File: config.mk
export PLATFORM = sky130hd
export DESIGN_NAME = regfile_wr_demux_flat
export DESIGN_NICKNAME = d
export VERILOG_FILES = /design/src/rtl/regfile_wr_demux_pkg.sv /design/src/rtl/regfile_wr_demux_if.sv /design/src/rtl/regfile_wr_demux_decoder5to32.sv /design/src/rtl/regfile_wr_demux.sv /design/src/flat_wrapper.sv
export SDC_FILE = /design/constraint.sdc
export NUM_CORES = 2
export LEC_CHECK = 0
export CORE_ASPECT_RATIO = 1.5
export CORE_MARGIN = 2
export CORE_UTILIZATION = 65
export DETAILED_ROUTE_END_ITERATION = 16
export PLACE_DENSITY = 0.88
export SKIP_CTS_REPAIR_TIMING = 1
export SLEW_MARGIN = 20
export SYNTH_ARGS = -nofsm -noshare
export SYNTH_HDL_FRONTEND = slang
export SYNTH_SLANG_ARGS = --single-unit
File: constraint.sdc
create_clock -name clk -period 7.55 [get_ports clk]
set_input_delay 2.265 -clock clk [delete_from_list [all_inputs] [get_ports clk]]
set_output_delay 2.265 -clock clk [all_outputs]
set_load 0.005 [all_outputs]
File: src/rtl/regfile_wr_demux_pkg.sv
`default_nettype none
// ============================================================================
// Module   : regfile_wr_demux_pkg
// Purpose  : Shared MIPS register-file widths and named register constants.
// Revision : 1.0
// ============================================================================
package regfile_wr_demux_pkg;

    localparam int MIPS_DATA_W = 32;
    localparam int MIPS_ADDR_W = 5;
    localparam int MIPS_NREGS  = 32;

    // Shared with the destination mux and the control unit
    localparam logic [MIPS_ADDR_W-1:0] REG_ZERO = 5'd0;
    localparam logic [MIPS_ADDR_W-1:0] REG_RA   = 5'd31;

endpackage
`default_nettype wire

File: src/rtl/regfile_wr_demux_if.sv
`default_nettype none
// ============================================================================
// Module   : regfile_wr_demux_if
// Purpose  : Writeback/decode-side bus of the register file.
// Revision : 1.0
// ============================================================================
interface regfile_wr_demux_if
    import regfile_wr_demux_pkg::*;
#(
    parameter int DATA_W = MIPS_DATA_W,
    parameter int ADDR_W = MIPS_ADDR_W,
    parameter int NREGS  = MIPS_NREGS
);
    logic              wr_en;
    logic [ADDR_W-1:0] wr_addr;
    logic [DATA_W-1:0] wr_data;
    logic [ADDR_W-1:0] rd_addr_a;
    logic [ADDR_W-1:0] rd_addr_b;
    logic [DATA_W-1:0] rd_data_a;
    logic [DATA_W-1:0] rd_data_b;
    logic [NREGS-1:0]  wr_onehot;
    logic [ADDR_W-1:0] last_wr_addr;

    modport master (
        output wr_en, wr_addr, wr_data, rd_addr_a, rd_addr_b,
        input  rd_data_a, rd_data_b, wr_onehot, last_wr_addr
    );

    modport slave (
        input  wr_en, wr_addr, wr_data, rd_addr_a, rd_addr_b,
        output rd_data_a, rd_data_b, wr_onehot, last_wr_addr
    );
endinterface
`default_nettype wire

File: src/rtl/regfile_wr_demux_decoder5to32.sv
`default_nettype none
// ============================================================================
// Module   : decoder5to32
// Purpose  : Combinational enable-gated address-to-one-hot demultiplexer.
// Revision : 1.0
// ============================================================================
module decoder5to32
    import regfile_wr_demux_pkg::*;
#(
    parameter int ADDR_W = MIPS_ADDR_W,
    parameter int NREGS  = MIPS_NREGS
) (
    input  wire logic              en,
    input  wire logic [ADDR_W-1:0] addr,
    output logic      [NREGS-1:0]  onehot
);
    always_comb begin
        onehot       = '0;
        onehot[addr] = en;
    end
endmodule
`default_nettype wire

File: src/rtl/regfile_wr_demux.sv
`default_nettype none
// ============================================================================
// Module   : regfile_wr_demux
// Purpose  : 32x32 register file with one-hot write decode, bypassed reads
//            and registered commit status.
// Revision : 1.0
// ============================================================================
module regfile_wr_demux
    import regfile_wr_demux_pkg::*;
#(
    parameter int DATA_W = MIPS_DATA_W,
    parameter int ADDR_W = MIPS_ADDR_W,
    parameter int NREGS  = MIPS_NREGS
) (
    input wire logic          clk,
    input wire logic          rst_n,
    regfile_wr_demux_if.slave bus
);
    localparam logic [NREGS-1:0] C_ZERO_BIT = NREGS'(1);

    logic [NREGS-1:0]  w_onehot;
    logic [NREGS-1:0]  w_dec;
    logic [DATA_W-1:0] r_regs [NREGS];
    logic [NREGS-1:0]  r_wr_onehot;
    logic [ADDR_W-1:0] r_last_wr_addr;
    logic [DATA_W-1:0] w_rd_a;
    logic [DATA_W-1:0] w_rd_b;

    decoder5to32 #(
        .ADDR_W (ADDR_W),
        .NREGS  (NREGS)
    ) u_dec (
        .en     (bus.wr_en),
        .addr   (bus.wr_addr),
        .onehot (w_onehot)
    );

    // $zero can never be a write target
    assign w_dec = w_onehot & ~C_ZERO_BIT;

    always_ff @(posedge clk or negedge rst_n) begin
        if (!rst_n) begin
            for (int i = 0; i < NREGS; i++) begin
                r_regs[i] <= '0;
            end
        end else begin
            for (int i = 1; i < NREGS; i++) begin
                if (w_dec[i]) begin
                    r_regs[i] <= bus.wr_data;
                end
            end
        end
    end

    always_ff @(posedge clk or negedge rst_n) begin
        if (!rst_n) begin
            r_wr_onehot    <= '0;
            r_last_wr_addr <= '0;
        end else if (|w_dec) begin
            r_wr_onehot    <= w_dec;
            r_last_wr_addr <= bus.wr_addr;
        end else begin
            r_wr_onehot    <= '0;
        end
    end

    // Reads stay at zero while in reset so a pending write cannot leak through
    always_comb begin
        w_rd_a = '0;
        w_rd_b = '0;
        if (rst_n && bus.rd_addr_a != REG_ZERO) begin
            if (bus.wr_en && bus.wr_addr == bus.rd_addr_a) w_rd_a = bus.wr_data;
            else                                          w_rd_a = r_regs[bus.rd_addr_a];
        end
        if (rst_n && bus.rd_addr_b != REG_ZERO) begin
            if (bus.wr_en && bus.wr_addr == bus.rd_addr_b) w_rd_b = bus.wr_data;
            else                                          w_rd_b = r_regs[bus.rd_addr_b];
        end
    end

    assign bus.rd_data_a    = w_rd_a;
    assign bus.rd_data_b    = w_rd_b;
    assign bus.wr_onehot    = r_wr_onehot;
    assign bus.last_wr_addr = r_last_wr_addr;
endmodule
`default_nettype wire

File: src/flat_wrapper.sv
// flat-port wrapper written by rule: the top's interface ports become plain ports
module regfile_wr_demux_flat import regfile_wr_demux_pkg::*;
#(
    parameter int DATA_W = MIPS_DATA_W,
    parameter int ADDR_W = MIPS_ADDR_W,
    parameter int NREGS  = MIPS_NREGS
)
  (clk, rst_n, bus_wr_en, bus_wr_addr, bus_wr_data, bus_rd_addr_a, bus_rd_addr_b, bus_rd_data_a, bus_rd_data_b, bus_wr_onehot, bus_last_wr_addr);
  regfile_wr_demux_if #(.DATA_W(DATA_W), .ADDR_W(ADDR_W), .NREGS(NREGS)) bus_i ();
  input wire logic clk;
  input wire logic rst_n;
  input wire logic [$bits(bus_i.wr_en)-1:0] bus_wr_en;
  input wire logic [$bits(bus_i.wr_addr)-1:0] bus_wr_addr;
  input wire logic [$bits(bus_i.wr_data)-1:0] bus_wr_data;
  input wire logic [$bits(bus_i.rd_addr_a)-1:0] bus_rd_addr_a;
  input wire logic [$bits(bus_i.rd_addr_b)-1:0] bus_rd_addr_b;
  output wire logic [$bits(bus_i.rd_data_a)-1:0] bus_rd_data_a;
  output wire logic [$bits(bus_i.rd_data_b)-1:0] bus_rd_data_b;
  output wire logic [$bits(bus_i.wr_onehot)-1:0] bus_wr_onehot;
  output wire logic [$bits(bus_i.last_wr_addr)-1:0] bus_last_wr_addr;
  assign bus_i.wr_en = bus_wr_en;
  assign bus_i.wr_addr = bus_wr_addr;
  assign bus_i.wr_data = bus_wr_data;
  assign bus_i.rd_addr_a = bus_rd_addr_a;
  assign bus_i.rd_addr_b = bus_rd_addr_b;
  assign bus_rd_data_a = bus_i.rd_data_a;
  assign bus_rd_data_b = bus_i.rd_data_b;
  assign bus_wr_onehot = bus_i.wr_onehot;
  assign bus_last_wr_addr = bus_i.last_wr_addr;
  regfile_wr_demux #(.DATA_W(DATA_W), .ADDR_W(ADDR_W), .NREGS(NREGS)) u_core (.clk(clk), .rst_n(rst_n), .bus(bus_i));
endmodule
==> impl_metrics.csv <==
group,metric,value,unit
status,status,"finished clean",
critical_path,worst_ep_required_time,5.29,ns
power_and_ir_drop,ir_drop,0.1955,mV
drt,drcViolationCount,0,
global_routing,antenna_found_initial,10,
synth,ys_ff_latch,1028,
final_layout,design_area,61990,µm²
sta,slew_violations,0,
final_layout,final_layout_size_suffix_gt1_frac,0.4274,
global_routing,grt_overflow,0,
synth,synthCells,4104,
global_routing,grt_pass1_wl,279.9,mm
synth,syn_avg_cell_area,13.48,µm²
min_path,min_path_type,"flop to flop",
drt,routed-wl-met2,84.01,mm
synth,netlist_top_cells_area,"dfrtp_1, mux2_2, mux4_2",
drt,dr.pass1.iters,8,
cts,cts_sinks,1028,
synth,ys.flop_type,"dfrtp_1",
drt,viasPerCell,7.692,
synth,ys.warnings.count,32,
global_routing,grt_max_degree,173,
critical_path,cp.arrival,5.26,ns
power_and_ir_drop,powerDensity,258.5,nW/µm²
cts,cts_buffers,96,
die,die_w,242.2,µm
synth,yosysSeqAreaShare,0.4649,
drt,vias,41499,
sta,min_period,7.524,ns
sta,fin_setup_tns,0,ns
die,initial_core_util,0.6530,
drt,routed-wl-met3,27.91,mm
synth,synth_commonest_cells,"dfrtp_1, mux2_2, nand2_1, mux4_2, mux2i_1",
cts,cts_buffer_depth,3,
drt,totalWireLength,191.2,mm
synth,async_flop_share,1.000,
critical_path,crit_type,"input port to output port",
synth,synth_cell_types,66,
synth,yosysMostFrequentCell,"dfrtp_1",
final_layout,final_cells,5395,
sta,relSlewSlack,0.1441,
die,io_pins,151,
sta,final_min_period_over_clock_period,0.9966,
drt,initialDrtViolationCount,6168,
global_routing,track_usage,0.4393,
synth,syn_nets,4154,
die,core,84740,µm²
cts,clkLatencyLatePin,0.70,ns
power_and_ir_drop,leakagePower,0.02746,µW
global_routing,grt_pass1_vias,43086,
die,num_rows,131,
cts,cts_root_buffer,"clkbuf_16",
placement,portBuffers,149,
sta,hold_viol_final,0,
placement,post-place-cells,5220,
final_layout,final_core_util,0.7315,
final_layout,nets,4240,
drt,ant_nets,0,
cts,cts_tree,"done",
critical_path,start_kind,"input port",
sta,setup_viol,0,
die,die_area,87520,µm²
drt,top_layer,"met5",
critical_path,crit_fanout,23,
placement,place.gp.congestion,1.007,
sta,fin_skew,0,ns
cts,htreeDepth,3,
die,die_h,361.3,µm
cts,cts.clk_slew.worst_paths,0.06,ns
drt,detail_route.wl_per_cell,35.45,µm
synth,synthesis.area,55330,µm²
synth,synth_edf_count,0,
critical_path,critPathCaptureType,"output port",
synth,yosys.area.top_type,"dfrtp_1",
job,cap_violations,0,
synth,synth.top_cell.area_share,0.4649,
drt,drt-met1-wl,59.72,mm
placement,place_area,58800,µm²
sta,rsz0062_at_grt,"no",
sta,fmax,0.1329,GHz
placement,post-dp-hpwl,116.5,mm
sta,worstMarginPinSlew,1.281,ns
final_layout,syn_to_final_growth,12.03,%
## metal layers
metal | vias up | track usage
met3 | 1281 | 0.1706
met1 | 20795 | 0.5139
li1 | 15533 | -
met4 | 20 | 0.3571
met2 | 3870 | 0.6462
met5 | - | 0.003885
## critical path, cell delays in order
cell and delay [ns]:
clkdlybuf4s50_1 0.69, buf_6 0.28, xor2_1 0.15, or3b_2 0.58, buf_12 0.20, a211oi_1 0.45, clkdlybuf4s50_1 0.61
## placed cells by master, fill, tap and decap left out, drive strengths merged, types with 24 or more instances in the layout
cell type / instances
o22ai: 75
buf: 259
inv: 24
clkdlybuf4s50: 140
nand2: 475
nor2: 144
mux2: 943
o21ai: 43
clkbuf: 141
a21oi: 31
mux2i: 190
dfrtp: 1028
a22oi: 57
mux4: 407
## state kept, by name, summed over array words and instances (netlist names)
register                 flops
u_core.bus.last_wr_addr      5
u_core.bus.wr_onehot        31
u_core.r_regs              992
## through the flow
step	hold slack (ns)	worst slack (ns)	total power (µW)
floorplan	0.4567	1.390	9595
global placement	0.4708	0.1458	10630
detailed placement	0.4824	0.08608	10880
CTS	0.5008	0.1061	15840
global route	0.5124	0.01679	16450
finish	0.5064	0.02576	16030
## where the power goes
group | switching [µW] | internal (µW)
Clock | 2220 | 2780
Combinational | 1620 | 2000
Sequential | 862 | 6550
## worst paths after layout
| path | start | endpoint | slack (ns) | cells past startpoint |
|---|---|---|---|---|
| setup / recovery | bus_rd_addr_b[3] | bus_rd_data_b[19] | 0.03 | 7 |
| hold reg to reg | u_core.r_regs[408] | u_core.r_regs[408] | 0.51 | 2 |
| max in group asynchronous | rst_n | u_core.r_regs[244] | 3.04 | 4 |
| hold / removal | u_core.r_regs[408] | u_core.r_regs[408] | 0.51 | 2 |
| min in group asynchronous | rst_n | u_core.r_regs[463] | 1.44 | 1 |
| setup reg to reg | u_core.r_regs[154] | u_core.r_regs[154] | 6.67 | 1 |
## logic make-up (layout without fill, tap and decap cells)
group	Yosys count	after routing	synth area share
flip-flops	1028	1028	0.4649
multiplexers	1540	1540	0.3919
other	1	5	0.00006777
AO/OA/AOI/OAI	372	372	0.04954
buffers and inverters	436	593	0.03781
AND/OR/NAND/NOR	717	717	0.05414
XOR/XNOR	10	10	0.001583
## layout make-up
| cell class | count | area [µm²] |
|---|---|---|
| multi-input cells | 2640 | 27710 |
| flip-flops and latches | 1028 | 25720 |
| fillers | 5022 | 22750 |
| repair buffers | 400 | 3902 |
| clock buffers | 140 | 2809 |
| well taps | 1130 | 1414 |
| clock inverters | 29 | 330.3 |
| inverters | 24 | 90.09 |
| diodes | 4 | 10.01 |
Note: power is estimated with default switching activity, not from simulation.
